<file path="config.mk">
export PLATFORM = sky130hd
export DESIGN_NAME = multicore_sobel_cpu_1_oci_dct_ctrl
export DESIGN_NICKNAME = d
export VERILOG_FILES = /design/src/rtl/multicore_sobel_cpu_1_oci_dct_ctrl.sv
export SDC_FILE = /design/constraint.sdc
export NUM_CORES = 1
export LEC_CHECK = 0
export CAP_MARGIN = 20
export CORE_ASPECT_RATIO = 1.4
export CORE_MARGIN = 2
export CORE_UTILIZATION = 25
export CTS_CLUSTER_DIAMETER = 200
export DETAILED_ROUTE_END_ITERATION = 8
export SKIP_LAST_GASP = 1
export SLEW_MARGIN = 15
export SYNTH_ARGS = -nofsm -noshare
export SYNTH_HDL_FRONTEND = slang
export SYNTH_SLANG_ARGS = --single-unit
export TNS_END_PERCENT = 30
</file>
<file path="constraint.sdc">
create_clock -name clk -period 9.1 [get_ports clk]
set_input_delay 2.73 -clock clk [delete_from_list [all_inputs] [get_ports clk]]
set_output_delay 2.73 -clock clk [all_outputs]
set_load 0.005 [all_outputs]
</file>
<file path="src/rtl/multicore_sobel_cpu_1_oci_dct_ctrl.sv">
// Packs 2-bit trace codes LSB-first into a 15-entry buffer and emits them as
// {count, buffer} frames over a valid/ready handshake, with flush and end-of-test control.
module multicore_sobel_cpu_1_oci_dct_ctrl (
  input  logic        clk,
  input  logic        reset,
  input  logic        in_valid,
  input  logic [1:0]  in_code,
  output logic        in_ready,
  input  logic        flush,
  input  logic        test_ending,
  output logic        frame_valid,
  input  logic        frame_ready,
  output logic [33:0] frame_data,
  output logic [29:0] dct_buffer,
  output logic [3:0]  dct_count,
  output logic        test_has_ended,
  output logic [15:0] frame_cnt
);

  typedef enum logic [1:0] {
    FILL = 2'd0,
    EMIT = 2'd1,
    DONE = 2'd2
  } state_t;

  localparam int ENTRIES = 15;

  state_t       state_reg;
  logic [29:0]  dct_buffer_reg;
  logic [3:0]   dct_count_reg;
  logic [33:0]  frame_data_reg;
  logic         frame_valid_reg;
  logic [15:0]  frame_cnt_reg;
  logic         ending_pending_reg;
  logic         test_has_ended_reg;

  logic         accept;
  logic [3:0]   count_next;
  logic [29:0]  buffer_next;
  logic         open_frame;
  logic         go_done;

  // in_ready depends on the state register alone, so the source never sees a
  // combinational loop through our inputs.
  assign in_ready   = (state_reg == FILL);
  assign accept     = in_valid && in_ready;
  assign count_next = dct_count_reg + {3'b000, accept};

  // Slot gi takes the incoming code only when it is the next free slot.
  generate
    for (genvar gi = 0; gi < ENTRIES; gi++) begin : g_slot
      assign buffer_next[2*gi +: 2] =
        (accept && (dct_count_reg == 4'(gi))) ? in_code : dct_buffer_reg[2*gi +: 2];
    end
  endgenerate

  // Frame decisions use the post-accept view so a same-cycle code is never lost.
  assign open_frame = (count_next != 4'd0) &&
                      (test_ending || flush || (count_next == 4'(ENTRIES)));
  assign go_done    = test_ending && (count_next == 4'd0);

  always_ff @(posedge clk) begin
    if (reset) begin
      state_reg          <= FILL;
      dct_buffer_reg     <= '0;
      dct_count_reg      <= '0;
      frame_data_reg     <= '0;
      frame_valid_reg    <= 1'b0;
      frame_cnt_reg      <= '0;
      ending_pending_reg <= 1'b0;
      test_has_ended_reg <= 1'b0;
    end else begin
      case (state_reg)
        FILL: begin
          dct_buffer_reg <= buffer_next;
          dct_count_reg  <= count_next;
          if (go_done) begin
            state_reg          <= DONE;
            test_has_ended_reg <= 1'b1;
          end else if (open_frame) begin
            state_reg       <= EMIT;
            frame_data_reg  <= {count_next, buffer_next};
            frame_valid_reg <= 1'b1;
            if (test_ending) begin
              ending_pending_reg <= 1'b1;
            end
          end
        end
        EMIT: begin
          if (test_ending) begin
            ending_pending_reg <= 1'b1;
          end
          if (frame_ready) begin
            dct_buffer_reg  <= '0;
            dct_count_reg   <= '0;
            frame_valid_reg <= 1'b0;
            if (frame_cnt_reg != 16'hFFFF) begin
              frame_cnt_reg <= frame_cnt_reg + 16'd1;
            end
            if (ending_pending_reg || test_ending) begin
              state_reg          <= DONE;
              test_has_ended_reg <= 1'b1;
            end else begin
              state_reg <= FILL;
            end
          end
        end
        DONE: begin
          state_reg <= DONE;
        end
        default: begin
          state_reg <= FILL;
        end
      endcase
    end
  end

  assign frame_valid    = frame_valid_reg;
  assign frame_data     = frame_data_reg;
  assign dct_buffer     = dct_buffer_reg;
  assign dct_count      = dct_count_reg;
  assign test_has_ended = test_has_ended_reg;
  assign frame_cnt      = frame_cnt_reg;

endmodule

</file>
==> summary.md <==
| Metric | Value |
|---|---|
| Core area | 18,100 um^2 |
| Cts bufs inserted | 9 |
| Layout overhead on the synthesized area | 29.7% |
| DP Area | 5720 um^2 |
| CTS sink count | 89 |
| Slew margin rel. | 47.8% |
| GR Util All Layers | 13.8% |
| Clock share of power | 28.8% |
| Hold Fails Final Rpt | 0 |
| Pin count of the biggest net entering global routing | 67 |
| Share of power burned in registers | 35.6% |
| Switching pwr | 0.468 mW |
| PD cells | 213 nW/um^2 |
| Top-count cell post-synth | dfxtp_1 |
| Internal power | 0.815 mW |
| Worst Setup Start Kind | input pin |
| CP Data Required Time | 9.33 ns |
| Ranking of synthesized cells by area | dfxtp_1, mux2_4, a21oi_1 |
| Worst Path Arrival | 5.79 ns |
| Total die area | 19,700 um^2 |
| Resized Gates After CTS | 0 |
| FF-to-FF setup slack | 5.26 ns |
| DPL Wire Length | 9120 um |
| Tcrit/Tclk final | 61.1% |
| Max rail drop VDD | 0.147 mV |
| Final Slew Violations | 0 |
| ANT cells | 0 |
| Critical Path End Type | flip-flop |
| Fmax achieved | 180 MHz |
| Commonest cells post-synth | dfxtp_1, a21oi_1, nor2_1, o21ai_0, nand3_1 |
| H-tree levels | 3 |
| Wire per inst | 16.0 um |
| # nets final | 609 |
| Share of cells above drive strength 1 | 10.4% |
| Pre-Repair DR Iteration Count | 4 |
| Max reg flops | 34 |
| CP Max Fanout | 18 |
| Die H | 165 um |
| Leak | 2.05 nW |
| Setup-violating endpoint count in the final report | 0 |
| Main synth FF type | dfxtp_1 |
| Switching share of power | 36.5% |
| Total power | 1.28 mW |
| Register area share after synthesis | 38.4% |
| Finished Core Util | 33.3% |
| Share of the synthesized area in the top cell type | 38.4% |
| Synth area leader | dfxtp_1 |
| Final worst slack | 3.54 ns |
| Via count | 4,113 |
| Gpl congestion | 0.869 |
| Avg Cell Area, Syn | 8.78 um^2 |
| Port Buffers | 94 |
| Tmin final | 5.56 ns |
| CTS tree | done |
| Number of global-route vias before repair | 4,014 |
| Io pins | 95 |
| Layout Cell Area excl Fill | 6010 um^2 |
| EDFF count, synth | 0 |
| Cts hold-fix bufs | 0 |
| First-pass GRT wire length | 21,400 um |
| Max_cap viols | 0 |
| Vias per inst | 4.88 |
| Asr flop ratio synth | 0% |
| Worst Hold Class | flip-flop to flip-flop |
| Post-CTS Setup Inserts | 0 |
| Iter 0 DRT Violations | 292 |
| Comb pwr share | 35.5% |
| Die X | 119 um |
| Drt drc | 0 |
| Syn Nets | 539 |
| Synthesized flop and latch total | 89 |
| Total gr overflow | 0 |
| Worst slack at placement | 3.19 ns |
| Routed Antenna Nets | 0 |
| Yosys warning count | 0 |
| Clock root buffer | clkbuf_16 |
| Outcome | finished clean |
| Skew final | 0.00566 ns |
| Initial Util | 25.7% |
| Routed wire length | 13,500 um |
| RSZ-0062 raised after global routing | false |
| Setup Crit Path Kind | input pin to flip-flop |
| Row cnt | 58 |
| CTS Buffer Depth | 2 |
| Mapped Cells | 528 |
| Cell variety after synth | 60 |
| Worst slew pin tran | 0.783 ns |
| Antenna violations before repair | 0 |
| Setup TNS | 0 ns |
| Clock Latency Late Sink | 0.34 ns |
| Clock slew at reported path FFs | 0.06 ns |
| Post-Syn Area | 4640 um^2 |
[power by group through the flow]
stage | combinational, mW | sequential [mW] | clock (mW)
after global routing | 0.494 | 0.463 | 0.401
final | 0.456 | 0.457 | 0.370
after detailed placement | 0.458 | 0.466 | 0
after floorplan | 0.350 | 0.442 | 0
after global placement | 0.456 | 0.466 | 0
after CTS | 0.459 | 0.458 | 0.386
[metal layers]
layer  part of all wire, %  global-route usage (%)  up-vias
li1                      -                       -     2048
met1                    42                    16.2     1942
met2                    49                    23.5       99
met3                   6.3                    4.02       24
met4                   2.5                    6.11        0
met5                     0                       0        -
[final timing paths]
| check | from | endpoint | cells past startpoint |
|---|---|---|---|
| setup / recovery | in_valid | frame_data[8] | 10 |
| hold / removal | frame_data[30] | frame_data[30] | 2 |
| setup reg to reg | state_reg[0] | frame_data[8] | 11 |
| hold reg to reg | frame_data[30] | frame_data[30] | 2 |
[metrics by stage]
stage	cells	hold slack [ns]
after floorplan	528	0.470
after global placement	827	0.491
after detailed placement	827	0.490
after CTS	843	0.500
after global routing	843	0.528
final	843	0.494
[cell type report]
type | count | area, um^2
timing repair buffer | 100 | 983
tap | 240 | 300
clock buffer | 13 | 250
inverter | 4 | 15.0
sequential | 89 | 1780
clock inverter | 3 | 40.0
multi-input combinational | 394 | 2640
fill | 1861 | 12100
[cells by family (layout without fill, tap and decap cells)]
| group | Yosys count | in the layout | synth area share (%) |
|---|---|---|---|
| AND/OR/NAND/NOR | 184 | 184 | 21.9 |
| multiplexers | 29 | 29 | 9.31 |
| XOR/XNOR | 14 | 14 | 2.64 |
| flip-flops | 89 | 89 | 38.4 |
| buffers and inverters | 45 | 120 | 4.67 |
| adder cells (fa/ha/maj) | 3 | 3 | 0.809 |
| AO/OA/AOI/OAI | 164 | 164 | 22.3 |
[cell usage in the layout, fill, tap and decap left out, types with 5 or more instances in the layout]
cell type / instances
nand4_1: 8
a21oi_1: 70
dfxtp_1: 89
xnor2_1: 9
or3_1: 5
o21ai_0: 34
nor2_1: 54
buf_4: 7
nor3_1: 5
clkdlybuf4s50_1: 93
xor2_1: 5
nor3b_1: 5
a21boi_0: 27
nand2_1: 15
nand3_1: 30
o211ai_1: 5
nor2b_1: 29
mux2_4: 28
clkbuf_16: 9
nand3b_1: 5
[critical path, cell delays in order]
cell and delay (ns):
clkdlybuf4s50_1 0.46, and2_1 0.16, ha_1 0.23, ha_1 0.28, nor3b_1 0.27, nand4_1 0.17, o211a_2 0.22, o21ai_4 0.49
buf_4 0.44, mux2_4 0.33
Power figures use the tool's default switching activity.
